<file path="config.mk">
export PLATFORM = sky130hd
export DESIGN_NAME = ps2_host_tx_flat
export DESIGN_NICKNAME = d
export VERILOG_FILES = /design/src/rtl/ps2_host_tx_if.sv /design/src/rtl/ps2_host_tx.sv /design/src/flat_wrapper.sv
export SDC_FILE = /design/constraint.sdc
export NUM_CORES = 1
export LEC_CHECK = 0
export CAP_MARGIN = 15
export CORE_MARGIN = 2
export CORE_UTILIZATION = 53
export CTS_BUF_LIST = sky130_fd_sc_hd__clkbuf_4 sky130_fd_sc_hd__clkbuf_8
export DETAILED_ROUTE_END_ITERATION = 7
export GPL_TIMING_DRIVEN = 0
export PLACE_DENSITY_LB_ADDON = 0.08
export SYNTH_ARGS = -nofsm -noshare
export SYNTH_HDL_FRONTEND = slang
export SYNTH_SLANG_ARGS = --single-unit
</file>
<file path="constraint.sdc">
create_clock -name sysclk -period 2 [get_ports sysclk]
set_clock_uncertainty 0.15 [all_clocks]
set_input_delay 0.6 -clock sysclk [delete_from_list [all_inputs] [get_ports sysclk]]
set_output_delay 0.6 -clock sysclk [all_outputs]
set_load 0.1 [all_outputs]
</file>
<file path="src/rtl/ps2_host_tx_if.sv">
// Bus bundle for the PS/2 host transmitter.
// master: the command issuer plus the pad side (drives data/send and the pad readbacks).
// slave:  the transmitter (drives busy/done/error and the two open-collector enables).
//   data      8  byte to send
//   send      1  one-cycle start strobe
//   busy      1  transfer in progress
//   done      1  one-cycle pulse, byte sent and ACKed
//   error     1  one-cycle pulse, timeout or missing ACK
//   ps2clk_in 1  pad value of the PS/2 clock
//   ps2dat_in 1  pad value of the PS/2 data line
//   ps2clk_oe 1  1 = pull clock pad low
//   ps2dat_oe 1  1 = pull data pad low
interface ps2_host_tx_if;
  logic [7:0] data;
  logic       send;
  logic       busy;
  logic       done;
  logic       error;
  logic       ps2clk_in;
  logic       ps2dat_in;
  logic       ps2clk_oe;
  logic       ps2dat_oe;

  modport master (
    output data, send, ps2clk_in, ps2dat_in,
    input  busy, done, error, ps2clk_oe, ps2dat_oe
  );

  modport slave (
    input  data, send, ps2clk_in, ps2dat_in,
    output busy, done, error, ps2clk_oe, ps2dat_oe
  );
endinterface

</file>
<file path="src/rtl/ps2_host_tx.sv">
// Host-to-device PS/2 transmitter: sends one command byte over the shared
// open-collector clock/data pads. Pads are only ever pulled low.
// Ports:
//   sysclk  system clock, the only clock
//   rst     asynchronous reset, active high
//   bus     ps2_host_tx_if.slave (data/send in, busy/done/error out, pad in/oe out)
module ps2_host_tx #(
  parameter int unsigned CLKFREQ    = 28000000,
  parameter int unsigned INHIBIT_US = 100,
  parameter int unsigned TIMEOUT_MS = 15
) (
  input logic           sysclk,
  input logic           rst,
  ps2_host_tx_if.slave  bus
);

  localparam int unsigned NINH   = CLKFREQ / 1000000 * INHIBIT_US;
  localparam int unsigned NTO    = CLKFREQ / 1000 * TIMEOUT_MS;
  localparam int unsigned CntMax = (NTO > NINH) ? NTO : NINH;
  localparam int unsigned CntW   = $clog2(CntMax + 1);

  typedef enum logic [2:0] {
    StIdle, StInhibit, StRts, StShift, StAck, StWaitIdle, StFail
  } state_e;

  // Pad synchronisers; reset to 1 (released line) so no false fall after reset.
  logic [1:0] clk_sync_q, dat_sync_q;
  logic       clk_prev_q;
  logic       clk_s, dat_s, fall;

  always_ff @(posedge sysclk or posedge rst) begin
    if (rst) begin
      clk_sync_q <= 2'b11;
      dat_sync_q <= 2'b11;
      clk_prev_q <= 1'b1;
    end else begin
      clk_sync_q <= {clk_sync_q[0], bus.ps2clk_in};
      dat_sync_q <= {dat_sync_q[0], bus.ps2dat_in};
      clk_prev_q <= clk_sync_q[1];
    end
  end

  assign clk_s = clk_sync_q[1];
  assign dat_s = dat_sync_q[1];
  assign fall  = clk_prev_q & ~clk_s;

  state_e         state_q, state_d;
  logic [CntW-1:0] cnt_q, cnt_d;
  logic [3:0]     bitcnt_q, bitcnt_d;
  logic [9:0]     sr_q, sr_d;
  logic           ack_q, ack_d;
  logic           clk_oe_q, clk_oe_d;
  logic           dat_oe_q, dat_oe_d;
  logic           done_c;
  logic           timeout;

  always_ff @(posedge sysclk or posedge rst) begin
    if (rst) begin
      state_q  <= StIdle;
      cnt_q    <= '0;
      bitcnt_q <= '0;
      sr_q     <= '0;
      ack_q    <= 1'b0;
      clk_oe_q <= 1'b0;
      dat_oe_q <= 1'b0;
    end else begin
      state_q  <= state_d;
      cnt_q    <= cnt_d;
      bitcnt_q <= bitcnt_d;
      sr_q     <= sr_d;
      ack_q    <= ack_d;
      clk_oe_q <= clk_oe_d;
      dat_oe_q <= dat_oe_d;
    end
  end

  // cnt_q counts cycles since the clock was released; this is the NTO-th cycle.
  assign timeout = (cnt_q == CntW'(NTO - 1));

  always_comb begin
    state_d  = state_q;
    cnt_d    = cnt_q;
    bitcnt_d = bitcnt_q;
    sr_d     = sr_q;
    ack_d    = ack_q;
    clk_oe_d = clk_oe_q;
    dat_oe_d = dat_oe_q;
    done_c   = 1'b0;

    unique case (state_q)
      StIdle: begin
        clk_oe_d = 1'b0;
        dat_oe_d = 1'b0;
        if (bus.send) begin
          sr_d     = {1'b1, ~^bus.data, bus.data};
          cnt_d    = '0;
          clk_oe_d = 1'b1;
          state_d  = StInhibit;
        end
      end
      StInhibit: begin
        if (cnt_q == CntW'(NINH - 1)) begin
          dat_oe_d = 1'b1;  // start bit
          state_d  = StRts;
        end else begin
          cnt_d = cnt_q + CntW'(1);
        end
      end
      StRts: begin
        clk_oe_d = 1'b0;
        cnt_d    = '0;
        bitcnt_d = '0;
        state_d  = StShift;
      end
      StShift: begin
        cnt_d = cnt_q + CntW'(1);
        if (timeout) begin
          clk_oe_d = 1'b0;
          dat_oe_d = 1'b0;
          state_d  = StFail;
        end else if (fall) begin
          if (bitcnt_q < 4'd10) begin
            dat_oe_d = ~sr_q[bitcnt_q];
            bitcnt_d = bitcnt_q + 4'd1;
          end else begin
            ack_d   = dat_s;  // device must hold data low at the 11th fall
            state_d = StAck;
          end
        end
      end
      StAck: begin
        cnt_d = cnt_q + CntW'(1);
        if (timeout || ack_q) begin
          clk_oe_d = 1'b0;
          dat_oe_d = 1'b0;
          state_d  = StFail;
        end else begin
          state_d = StWaitIdle;
        end
      end
      StWaitIdle: begin
        cnt_d = cnt_q + CntW'(1);
        if (timeout) begin
          clk_oe_d = 1'b0;
          dat_oe_d = 1'b0;
          state_d  = StFail;
        end else if (clk_s && dat_s) begin
          done_c  = 1'b1;
          state_d = StIdle;
        end
      end
      StFail: begin
        clk_oe_d = 1'b0;
        dat_oe_d = 1'b0;
        state_d  = StIdle;
      end
      default: state_d = StIdle;
    endcase
  end

  assign bus.busy      = (state_q != StIdle);
  assign bus.done      = done_c;
  assign bus.error     = (state_q == StFail);
  assign bus.ps2clk_oe = clk_oe_q;
  assign bus.ps2dat_oe = dat_oe_q;

endmodule

</file>
<file path="src/flat_wrapper.sv">
// flat-port wrapper written by rule: the top's interface ports become plain ports
module ps2_host_tx_flat 
#(
  parameter int unsigned CLKFREQ    = 28000000,
  parameter int unsigned INHIBIT_US = 100,
  parameter int unsigned TIMEOUT_MS = 15
)
  (sysclk, rst, bus_data, bus_send, bus_ps2clk_in, bus_ps2dat_in, bus_busy, bus_done, bus_error, bus_ps2clk_oe, bus_ps2dat_oe);
  ps2_host_tx_if bus_i ();
  input logic sysclk;
  input logic rst;
  input wire logic [$bits(bus_i.data)-1:0] bus_data;
  input wire logic [$bits(bus_i.send)-1:0] bus_send;
  input wire logic [$bits(bus_i.ps2clk_in)-1:0] bus_ps2clk_in;
  input wire logic [$bits(bus_i.ps2dat_in)-1:0] bus_ps2dat_in;
  output wire logic [$bits(bus_i.busy)-1:0] bus_busy;
  output wire logic [$bits(bus_i.done)-1:0] bus_done;
  output wire logic [$bits(bus_i.error)-1:0] bus_error;
  output wire logic [$bits(bus_i.ps2clk_oe)-1:0] bus_ps2clk_oe;
  output wire logic [$bits(bus_i.ps2dat_oe)-1:0] bus_ps2dat_oe;
  assign bus_i.data = bus_data;
  assign bus_i.send = bus_send;
  assign bus_i.ps2clk_in = bus_ps2clk_in;
  assign bus_i.ps2dat_in = bus_ps2dat_in;
  assign bus_busy = bus_i.busy;
  assign bus_done = bus_i.done;
  assign bus_error = bus_i.error;
  assign bus_ps2clk_oe = bus_i.ps2clk_oe;
  assign bus_ps2dat_oe = bus_i.ps2dat_oe;
  ps2_host_tx #(.CLKFREQ(CLKFREQ), .INHIBIT_US(INHIBIT_US), .TIMEOUT_MS(TIMEOUT_MS)) u_core (.sysclk(sysclk), .rst(rst), .bus(bus_i));
endmodule
</file>
## Word-level counts from Yosys, hierarchy flattened

Index checks and enable logic that the tools add are counted.

| storage, ports and cells | value |
|---|---|
| register bits | 44 |
| bits of input ports | 13 |
| output and inout bits | 5 |
| logic and storage cells | 90 |

| cells by class | value |
|---|---|
| add/subtract/negate cells | 2 |
| $lt $le $gt $ge | 2 |
| eq/ne operators | 21 |
| muxes and demuxes | 30 |
| bitwise operators | 5 |
| reductions and logical operators | 20 |

Operator list:

| cell | number |
|---|---|
| $pmux 19 s4 | 1 |
| $mux 19 | 2 |
| $mux 3 | 7 |
| $add 19x1->19 const B | 1 |
| $eq 19x12->1 const B | 1 |
| $eq 19x19->1 const B | 1 |
| $pmux 3 s6 | 1 |
| $mux 4 | 3 |
| $ne 2x1->1 const B | 6 |
| $mux 1 | 11 |
| $eq 3x3->1 const B | 3 |
| $ne 3x1->1 const B | 3 |
| $pmux 4 s2 | 1 |
| $reduce_and 4->1 | 2 |
| $reduce_bool 4->1 | 2 |
| $reduce_xnor 8->1 | 1 |
| $eq 3x2->1 const B | 2 |
| $ne 2x2->1 const B | 3 |
| $reduce_and 3->1 | 2 |
| $reduce_and 6->1 | 1 |
| $reduce_or 2->1 | 3 |
| $lt 4x5->1 const B | 1 |
| $pmux 1 s5 | 1 |
| $reduce_and 5->1 | 1 |
| 17 further kinds | 20 |

## Longest topological paths before layout

Gate-level depths: netlist of run 1.

| logic depth | value |
|---|---|
| word-level depth | 7 |
| mapped depth | 7 |
| mapped depth without buffers | 6 |

## Worst setup path before layout of run 1

OpenSTA, ideal clock, no wires.

| path | value |
|---|---|
| path type | register to output |
| start point | reg u_core.cnt_q[0] |
| end point | out bus_done |
| arrival time | 3.103 ns |
| required time | 1.250 ns |
| path slack | -1.853 ns |
| cell stages (with the launch flop) | 6 |
| buffers on the path | 1 |
| path through | dfrtp_1 -> ha_1 -> nand3_1 -> nor3_2 -> buf_4 -> nor3_1 |

| between the ends | value |
|---|---|
| longest elaborated chain between the ends | 3 |

RTL lines:

| element | RTL line | text |
|---|---|---|
| from (decl) | ps2_host_tx.sv:48 | `logic [CntW-1:0] cnt_q, cnt_d;` |
| from (signal assigned) | ps2_host_tx.sv:68 | `cnt_q <= cnt_d;` |
| $eq 19x19->1 | ps2_host_tx.sv:78 | `assign timeout = (cnt_q == CntW'(NTO - 1));` |
| $mux 1 | ps2_host_tx.sv:143 | `if (timeout) begin` |
| $mux 1 | ps2_host_tx.sv:90 | `unique case (state_q)` |
| to (decl) | flat_wrapper.sv:17 | `output wire logic [$bits(bus_i.done)-1:0] bus_done;` |

No other way between the ends.

## Worst setup path after layout of run 1

| path | value |
|---|---|
| start point | reg u_core.cnt_q[12] |
| end point | out bus_done |

Same word-level chain as after synthesis.

==> flow_summary.json, run 1 <==
{
  "finalSetupViolCount": 27,
  "hold_class": "flop to flop",
  "path_delay_family": "simple AND/OR/NAND/NOR gates",
  "async_reset_ff_share_pct": 100,
  "pin_count": 18,
  "total_power_mw": 4.48,
  "fin_tns_setup_ns": -3.91,
  "hold_viol": 0,
  "fmax_mhz": 406,
  "dpl-instance-area_mm2": 0.00282,
  "seqPwrFrac_pct": 30.0,
  "grt-busiest-layer": "met2",
  "crit_fanout": 2,
  "cp_slowest_cell": "dfrtp_1",
  "path_class": "flop to primary output",
  "die_w_um": 72.5,
  "drtIter0Drc": 241,
  "start_util_pct": 56.0,
  "globalRouteMet3Util_pct": 5.00,
  "crit_path_frequent_cell": "nor3_4",
  "tightest_slew_ns": 0.718,
  "relSlewSlack_pct": 51.7,
  "crit_path_end": "bus_done",
  "overflow": 0,
  "dp_hpwl_um": 3790,
  "postLayoutSetupSlackWorst_ns": -0.465,
  "cp_num_buf_inv": 2,
  "cp.required_ns": 1.25,
  "coreArea_mm2": 0.00444,
  "holdWs_ns": 0.210,
  "met1_usage_pct": 38.5,
  "htreeDepth": 2,
  "p_per_area_mw_per_mm2": 1260,
  "rr_endpoint": "u_core.state_q[0]",
  "outcome": "complete, but fails checks",
  "crit_path_start": "u_core.cnt_q[12]",
  "synth_area_leaders": "dfrtp_1, dfstp_2, mux2_2",
  "ff2ff_path_depth": 8,
  "final_area_mm2": 0.00355,
  "wl_per_cell_um": 18.2,
  "grt_max_degree": 32,
  "rsz0062_at_grt": "yes",
  "cts_buffers": 5,
  "avgSynthCellArea_um2": 9.84,
  "final_antenna_net_count": 0,
  "fin_util_pct": 79.9,
  "finalWirelength_um": 6750,
  "cts_tree": "built",
  "swShare_pct": 40.1,
  "synth-seq-cells": 44,
  "cts_sinks": 44,
  "power_switching_mw": 1.80,
  "cts-root-buf": "clkbuf_8",
  "synth_cell_types": 58,
  "yosysTopAreaCell": "dfrtp_1",
  "viasPerCell": 6.21,
  "firstDrtPassIters": 4,
  "crit_cells": 6,
  "synth_most_common_cell": "dfrtp_1",
  "yosysWarningCount": 0,
  "critPathMaxStageDelay_ns": 0.41,
  "synth_cells": 253,
  "grt_pass1_wl_um": 10700,
  "portBuffers": 17,
  "p_int_mw": 2.68,
  "grt_pass1_vias": 2158,
  "p_leak_nw": 1.48,
  "ir_drop_mv": 0.655,
  "vias": 2297,
  "met2_usage_pct": 38.7,
  "cts_buffer_depth": 2,
  "cts.reportedPaths.clkPinSlew_ns": 0.08,
  "die_area_mm2": 0.00526,
  "crit_chain": "nor4b_4 -> nand2_2 -> nor3_4 -> buf_6 -> nor3_4 -> buf_12",
  "p_clk_share_pct": 16.7,
  "syn2layout_area_growth_pct": 42.7,
  "yosys.area.top_type_share_pct": 39.2,
  "ys.flop_type": "dfrtp_1",
  "std_cell_rows": 24,
  "violations": "setup timing",
  "fin_crit_sh_pct": 123,
  "ff2ff_setup_slack_ns": -0.31,
  "synth_edf_count": 0,
  "slew_violations": 0,
  "power_frac_comb_pct": 53.3,
  "drc": 0,
  "period_needed_ns": 2.46,
  "ys_seq_area_share_pct": 44.5,
  "grtUsageTotal_pct": 26.5,
  "antenna_cells": 0,
  "insertion_delay_ns": 0.30,
  "end_kind": "primary output",
  "netlist_area_mm2": 0.00249,
  "drive_above_1_share_pct": 39.9,
  "fin_nets": 332,
  "maxCapViolCount": 0,
  "antenna_found_initial": 0,
  "arrival_ns": 1.71,
  "critPathLaunchType": "flop",
  "crit-reg2reg-launch": "u_core.cnt_q[12]",
  "gp_congestion": 0.863,
  "die_height_um": 72.5,
  "hold_buffers": 0,
  "synthTopCellsByCount": "dfrtp_1, nand2_1, nor2_1, o21ai_0",
  "syn-num-nets": 268
}
[cell type report]
class	instances	area, um2
clock buffer	7	96.3
tap	52	65.1
sequential	44	1110
multi-input combinational	190	1540
buffer	10	95.1
fill	268	893
timing repair buffer	57	573
clock inverter	1	30.0
inverter	9	33.8
[through the flow]
stage,cells,setup WS [ns]
finish,370,-0.465
global route,370,-0.582
CTS,350,-0.451
detailed placement,323,-1.23
global placement,322,-1.21
floorplan,253,-0.395
[kinds of logic (layout without fill, tap and decap cells)]
family,count (synthesis),after routing,synth area share [%]
and+or+nand+nor,102,102,23.3
AOI/OAI and AO/OA,55,55,14.8
DFF,44,44,44.5
buffers and inverters,19,84,3.02
muxes,17,17,8.45
xor gates and xnor gates,14,14,4.93
adders and majority gates,2,2,1.01
[worst min path at each step]
stage	startpoint	end	slack [ns]	cells past startpoint
after CTS	u_core.clk_sync_q[0]	u_core.clk_sync_q[1]	0.21	0
final	u_core.clk_sync_q[0]	u_core.clk_sync_q[1]	0.21	0
after global routing	u_core.clk_sync_q[0]	u_core.clk_sync_q[1]	0.22	0
after detailed placement	u_core.clk_sync_q[0]	u_core.clk_sync_q[1]	0.20	0
after floorplan	u_core.clk_sync_q[0]	u_core.clk_sync_q[1]	0.20	0
after global placement	u_core.clk_sync_q[0]	u_core.clk_sync_q[1]	0.20	0
[repair_timing]
| action | CTS | global route |
|---|---|---|
| pin swaps | 7 | 25 |
| setup endpoints to repair | 40 | 40 |
| resized for setup | 58 | 57 |
| cloned | 0 | 1 |
| buffers inserted | 19 | 21 |
[layer usage]
metal	vias up	part of all wire, %
met5	-	0
met4	0	2.5
met3	18	6.7
met2	96	49
met1	1129	42
li1	1054	-
[power groups by stage]
stage,clock network [mW],logic [mW],registers [mW]
after floorplan,0,1.20,1.40
after detailed placement,0,1.63,1.36
after global routing,0.798,2.58,1.37
final,0.749,2.39,1.34
after global placement,0,1.60,1.35
after CTS,0.759,1.89,1.32
[cells in the final DEF, fill, tap and decap left out, drive strengths merged, types with 5 or more instances in the layout]
cell and n:
mux2 12, clkdlybuf4s50 11, nor2 22, nand2 25
or3 7, clkbuf 12, nor3 7, nand3 10
and3 5, dfrtp 39, a211oi 6, dfstp 5
buf 48, xnor2 11, inv 9, a21oi 10
o21ai 16
[registers in the layout, indices dropped and copies added, names as in the netlist, 2 cells and up]
name               count
u_core.cnt_q          19
u_core.sr_q           10
u_core.bitcnt_q        4
u_core.state_q         3
u_core.clk_sync_q      2
u_core.dat_sync_q      2
Note: power is estimated with default switching activity, not from simulation.
==> inputs of run 2 (changes only) <==
CORE_UTILIZATION = 40   (was 53)
==> flow_summary.json, run 2 (synthesis gave the netlist of run 1 again) <==
{
  "std_cell_rows": 28,
  "rsz0062_at_grt": "yes",
  "maxCapViolCount": 0,
  "cts.reportedPaths.clkPinSlew_ns": 0.09,
  "start_util_pct": 41.8,
  "grt_pass1_wl_um": 9980,
  "rr_endpoint": "u_core.state_q[1]",
  "cp_num_buf_inv": 2,
  "vias": 2170,
  "drtIter0Drc": 163,
  "seqCellArea_mm2": 0.00111,
  "fmax_mhz": 404,
  "overflow": 0,
  "grt_max_degree": 35,
  "crit-reg2reg-launch": "u_core.cnt_q[5]",
  "power_frac_comb_pct": 52.3,
  "wl_per_cell_um": 16.0,
  "critPathMaxStageDelay_ns": 0.43,
  "final_antenna_net_count": 0,
  "largest_register_ffs": 19,
  "cts_buffer_depth": 2,
  "die_area_mm2": 0.00687,
  "drc": 0,
  "crit_fanout": 4,
  "end_kind": "primary output",
  "cp.required_ns": 1.25,
  "p_per_area_mw_per_mm2": 1220,
  "p_leak_nw": 1.43,
  "ff2ff_setup_slack_ns": -0.37,
  "firstDrtPassIters": 4,
  "insertion_delay_ns": 0.30,
  "met2_usage_pct": 25.8,
  "gp_congestion": 0.821,
  "swShare_pct": 40.8,
  "holdWs_ns": 0.210,
  "path_delay_family": "simple AND/OR/NAND/NOR gates",
  "holdPathStages": 0,
  "outcome": "complete, but fails checks",
  "hold_viol": 0,
  "grt-busiest-layer": "met1",
  "path_class": "flop to primary output",
  "cts_buffers": 5,
  "syn2layout_area_growth_pct": 40.9,
  "holdPathEnd": "u_core.clk_sync_q[1]",
  "fin_nets": 329,
  "grt_pass1_vias": 2061,
  "layout_common_cells": "dfrtp_1, nand2_1, buf_4",
  "critPathLaunchType": "flop",
  "dp_slack_ns": -1.23,
  "antenna_cells": 0,
  "grtUsageTotal_pct": 17.5,
  "power_switching_mw": 1.74,
  "slew_violations": 0,
  "die_w_um": 82.9,
  "drive_above_1_share_pct": 38.7,
  "die_height_um": 82.9,
  "met1_usage_pct": 26.2,
  "cp_slowest_cell": "dfrtp_1",
  "violations": "setup timing",
  "p_int_mw": 2.53,
  "hold_start": "u_core.clk_sync_q[0]",
  "largest_register": "u_core.cnt_q",
  "postLayoutSetupSlackWorst_ns": -0.473,
  "finalSetupViolCount": 25,
  "globalRouteMet3Util_pct": 2.98,
  "seqPwrFrac_pct": 31.1,
  "layout_commonest_cell": "dfrtp_1",
  "p_clk_share_pct": 16.6,
  "largest_registers": "u_core.cnt_q (19), u_core.sr_q (10), u_core.bitcnt_q (4)",
  "fin_crit_sh_pct": 124,
  "viasPerCell": 5.56,
  "cts_sinks": 44,
  "pin_count": 18,
  "arrival_ns": 1.72,
  "fin_cells": 390,
  "tightest_slew_ns": 0.695,
  "dp_hpwl_um": 4010,
  "cts_tree": "built",
  "hold_class": "flop to flop",
  "multi_input_area_mm2": 0.00149,
  "antenna_found_initial": 0,
  "htreeDepth": 2,
  "finalWirelength_um": 6230,
  "crit_path_frequent_cell": "nor3_4",
  "fillCellCount": 523,
  "hold_buffers": 0,
  "period_needed_ns": 2.47,
  "relSlewSlack_pct": 53.2,
  "portBuffers": 17,
  "ff2ff_path_depth": 12,
  "ir_drop_mv": 0.786,
  "crit_chain": "nor4bb_1 -> nand4b_1 -> nor3_4 -> buf_6 -> nor3_4 -> buf_12",
  "cts-root-buf": "clkbuf_8",
  "total_power_mw": 4.27,
  "dpl.cell_count": 346,
  "coreArea_mm2": 0.00596
}
[run 2: cell types whose count changed in the layout (fill, tap and decap cells not counted), sizes merged]
cell and delta:
inv +1, dlygate4sd2 +1, dlymetal6s2s -1, buf -2, clkdlybuf4s18 -1, clkinvlp +1
clkbuf -2
[run 2: cell type report]
cell class / instances / share of cell area (%)
Buffer: 9 / 2.21
Clock buffer: 5 / 1.96
Clock inverter: 3 / 1.32
Inverter: 9 / 1.03
Multi-Input combinational cell: 190 / 42.5
Sequential cell: 44 / 31.8
Tap cell: 75 / 2.68
Timing Repair Buffer: 55 / 16.5
[run 2: what timing repair did]
item,CTS,global route
resized for setup,66,39
setup buffers,18,17
cloned,1,1
endpoints found under the setup margin,40,38
pin swaps,7,15
[run 2: per-layer routing]
metal / wire length (um) / part of all wire (%)
met1: 3040 / 49
met2: 2850 / 46
met3: 244 / 3.9
met4: 99 / 1.6
met5: 0 / 0
[run 2: power groups by stage]
stage                     clock network, mW  registers [mW]  logic (mW)
final                                 0.707            1.33        2.23
after global routing                  0.771            1.36        2.40
after CTS                             0.728            1.32        1.99
after detailed placement                  0            1.37        1.65
after global placement                    0            1.36        1.63
after floorplan                           0            1.40        1.20
[run 2: stage by stage]
step / setup TNS, ns / utilization [%] / cell area [um2]
floorplan: -0.789 / - / 2560
global placement: -47.11 / 47.4 / 2830
detailed placement: -16.40 / 47.8 / 2850
CTS: -2.33 / 54.3 / 3230
global route: -7.88 / 58.9 / 3510
finish: -4.94 / 58.9 / 3510
[run 2: worst max-delay path by stage]
| stage | start | endpoint | cells after the start |
|---|---|---|---|
| 2_1_floorplan | u_core.cnt_q[1] | bus_done | 5 |
| 3_3_place_gp | u_core.cnt_q[14] | bus_done | 6 |
| 3_5_place_dp | u_core.cnt_q[14] | bus_done | 6 |
| 4_1_cts | u_core.cnt_q[5] | bus_done | 6 |
| 5_1_grt | u_core.cnt_q[5] | bus_done | 6 |
| 6_report | u_core.cnt_q[5] | bus_done | 6 |
==> inputs of run 3 (changes only) <==
GPL_TIMING_DRIVEN = default   (was 0)
REMOVE_ABC_BUFFERS = 1   (was default)
==> flow_summary.json, run 3 (synthesis gave the netlist of run 1 again) <==
{
  "fin_nets": 366,
  "cts-root-buf": "clkbuf_8",
  "antenna_cells": 0,
  "drtIter0Drc": 135,
  "grtUsageTotal_pct": 19.6,
  "topRoutingLayerUsed": "met4",
  "crit_fanout": 2,
  "layout_commonest_cell": "buf_4",
  "insertion_delay_ns": 0.31,
  "syn2layout_area_growth_pct": 54.9,
  "postLayoutSetupSlackWorst_ns": -0.369,
  "fin_tns_setup_ns": -3.22,
  "ir_drop_mv": 0.943,
  "grt_pass1_vias": 2289,
  "relSlewSlack_pct": 67.4,
  "cts_tree": "built",
  "start_util_pct": 41.8,
  "dp_hpwl_um": 4410,
  "hold_buffers": 0,
  "viasPerCell": 5.53,
  "gp_congestion": 0.878,
  "finalSetupViolCount": 24,
  "cts.reportedPaths.clkPinSlew_ns": 0.09,
  "die_w_um": 82.9,
  "largest_register": "u_core.cnt_q",
  "arrival_ns": 1.62,
  "fin_crit_sh_pct": 118,
  "overflow": 0,
  "firstDrtPassIters": 4,
  "cp.required_ns": 1.25,
  "final_antenna_net_count": 0,
  "drt-met1-wl_um": 3240,
  "layout_common_cells": "buf_4, dfrtp_1, nand2_1",
  "antenna_found_initial": 0,
  "die_area_mm2": 0.00687,
  "hold_start": "u_core.dat_sync_q[0]",
  "wl_met3_um": 338,
  "grt_pass1_wl_um": 11100,
  "path_class": "flop to primary output",
  "hold_class": "flop to flop",
  "std_cell_rows": 28,
  "die_height_um": 82.9,
  "grt_max_degree": 45,
  "fillCellCount": 500,
  "maxCapViolCount": 0,
  "cts_buffers": 5,
  "cts_sinks": 44,
  "fmax_mhz": 422,
  "pin_count": 18,
  "end_kind": "primary output",
  "tightest_slew_ns": 0.485,
  "finalWirelength_um": 6900,
  "slew_violations": 0,
  "rsz0062_at_grt": "yes",
  "drive_above_1_share_pct": 47.4,
  "crit_path_start": "u_core.cnt_q[6]",
  "hold_viol": 0,
  "portBuffers": 17,
  "p_leak_nw": 1.68,
  "critPathLaunchType": "flop",
  "cts_buffer_depth": 2,
  "crit-reg2reg-launch": "u_core.cnt_q[17]",
  "wl_per_cell_um": 16.2,
  "wl_met2_um": 3220,
  "vias": 2362,
  "htreeDepth": 2,
  "drc": 0,
  "outcome": "complete, but fails checks",
  "violations": "setup timing",
  "total_power_mw": 4.59,
  "largest_register_ffs": 19,
  "p_per_area_mw_per_mm2": 1190,
  "largest_registers": "u_core.cnt_q (19), u_core.sr_q (10), u_core.bitcnt_q (4)",
  "coreArea_mm2": 0.00596,
  "period_needed_ns": 2.37
}
==> run 3: cell count changes in the layout (fill, tap and decap cells not counted), sizes merged <==
cell | before | now
clkbuf | 10 | 5
buf | 46 | 89
clkdlybuf4s18 | 1 | 0
==> run 3: path summary, 6_finish.rpt <==
| kind | endpoint | slack [ns] | cells past startpoint |
|---|---|---|---|
| setup reg to reg | u_core.state_q[0] | -0.32 | 8 |
| setup / recovery | bus_done | -0.37 | 5 |
| hold / removal | u_core.dat_sync_q[1] | 0.21 | 0 |
| hold reg to reg | u_core.dat_sync_q[1] | 0.21 | 0 |
| min in group asynchronous | u_core.cnt_q[0] | 0.49 | 3 |
| max in group asynchronous | u_core.clk_prev_q | 0.95 | 3 |
==> run 3: metal layers <==
layer  up-vias  GRT usage [%]
li1       1123              -
met1      1166           28.3
met2        63           30.1
met3        10           3.48
met4         0           5.96
met5         -              0
==> run 3: cell type report <==
class                           instances  area (um2)  area share, %
Multi-Input combinational cell        190        1570           40.7
Sequential cell                        44        1110           28.7
Timing Repair Buffer                  101         933           24.2
Tap cell                               75        93.8           2.44
Clock buffer                            5        68.8           1.79
Clock inverter                          3        46.3           1.20
Inverter                                9        36.3          0.942
==> run 3: per-stage QoR <==
step | area [um2] | worst slack (ns) | hold slack [ns] | util [%] | instances
3_3_place_gp | 3250 | -0.415 | 0.197 | 54.6 | 399
4_1_cts | 3620 | -0.473 | 0.212 | 60.8 | 421
3_5_place_dp | 3250 | -0.426 | 0.197 | 54.6 | 399
5_1_grt | 3850 | -0.459 | 0.215 | 64.7 | 427
6_report | 3850 | -0.369 | 0.210 | 64.7 | 427
2_1_floorplan | 2450 | -1.75 | 0.195 | - | 243
==> run 3: critical path, cell delays in order, from the launching register on <==
cell and delay (ns):
dfrtp_1 0.41, nor4bb_2 0.30, nand4b_1 0.18, nor3_4 0.17
nor3_2 0.09, buf_12 0.17
==> run 3: repair_timing <==
item / CTS / global route
cloned: 1 / 1
pin swaps: 28 / 26
endpoints found under the setup margin: 15 / 41
resized for setup: 40 / 52
buffers inserted: 15 / 9
==> run 3: report_power, final <==
group          internal (mW)  switching [mW]
logic                   1.29            1.29
registers               1.12           0.171
clock network          0.377           0.345
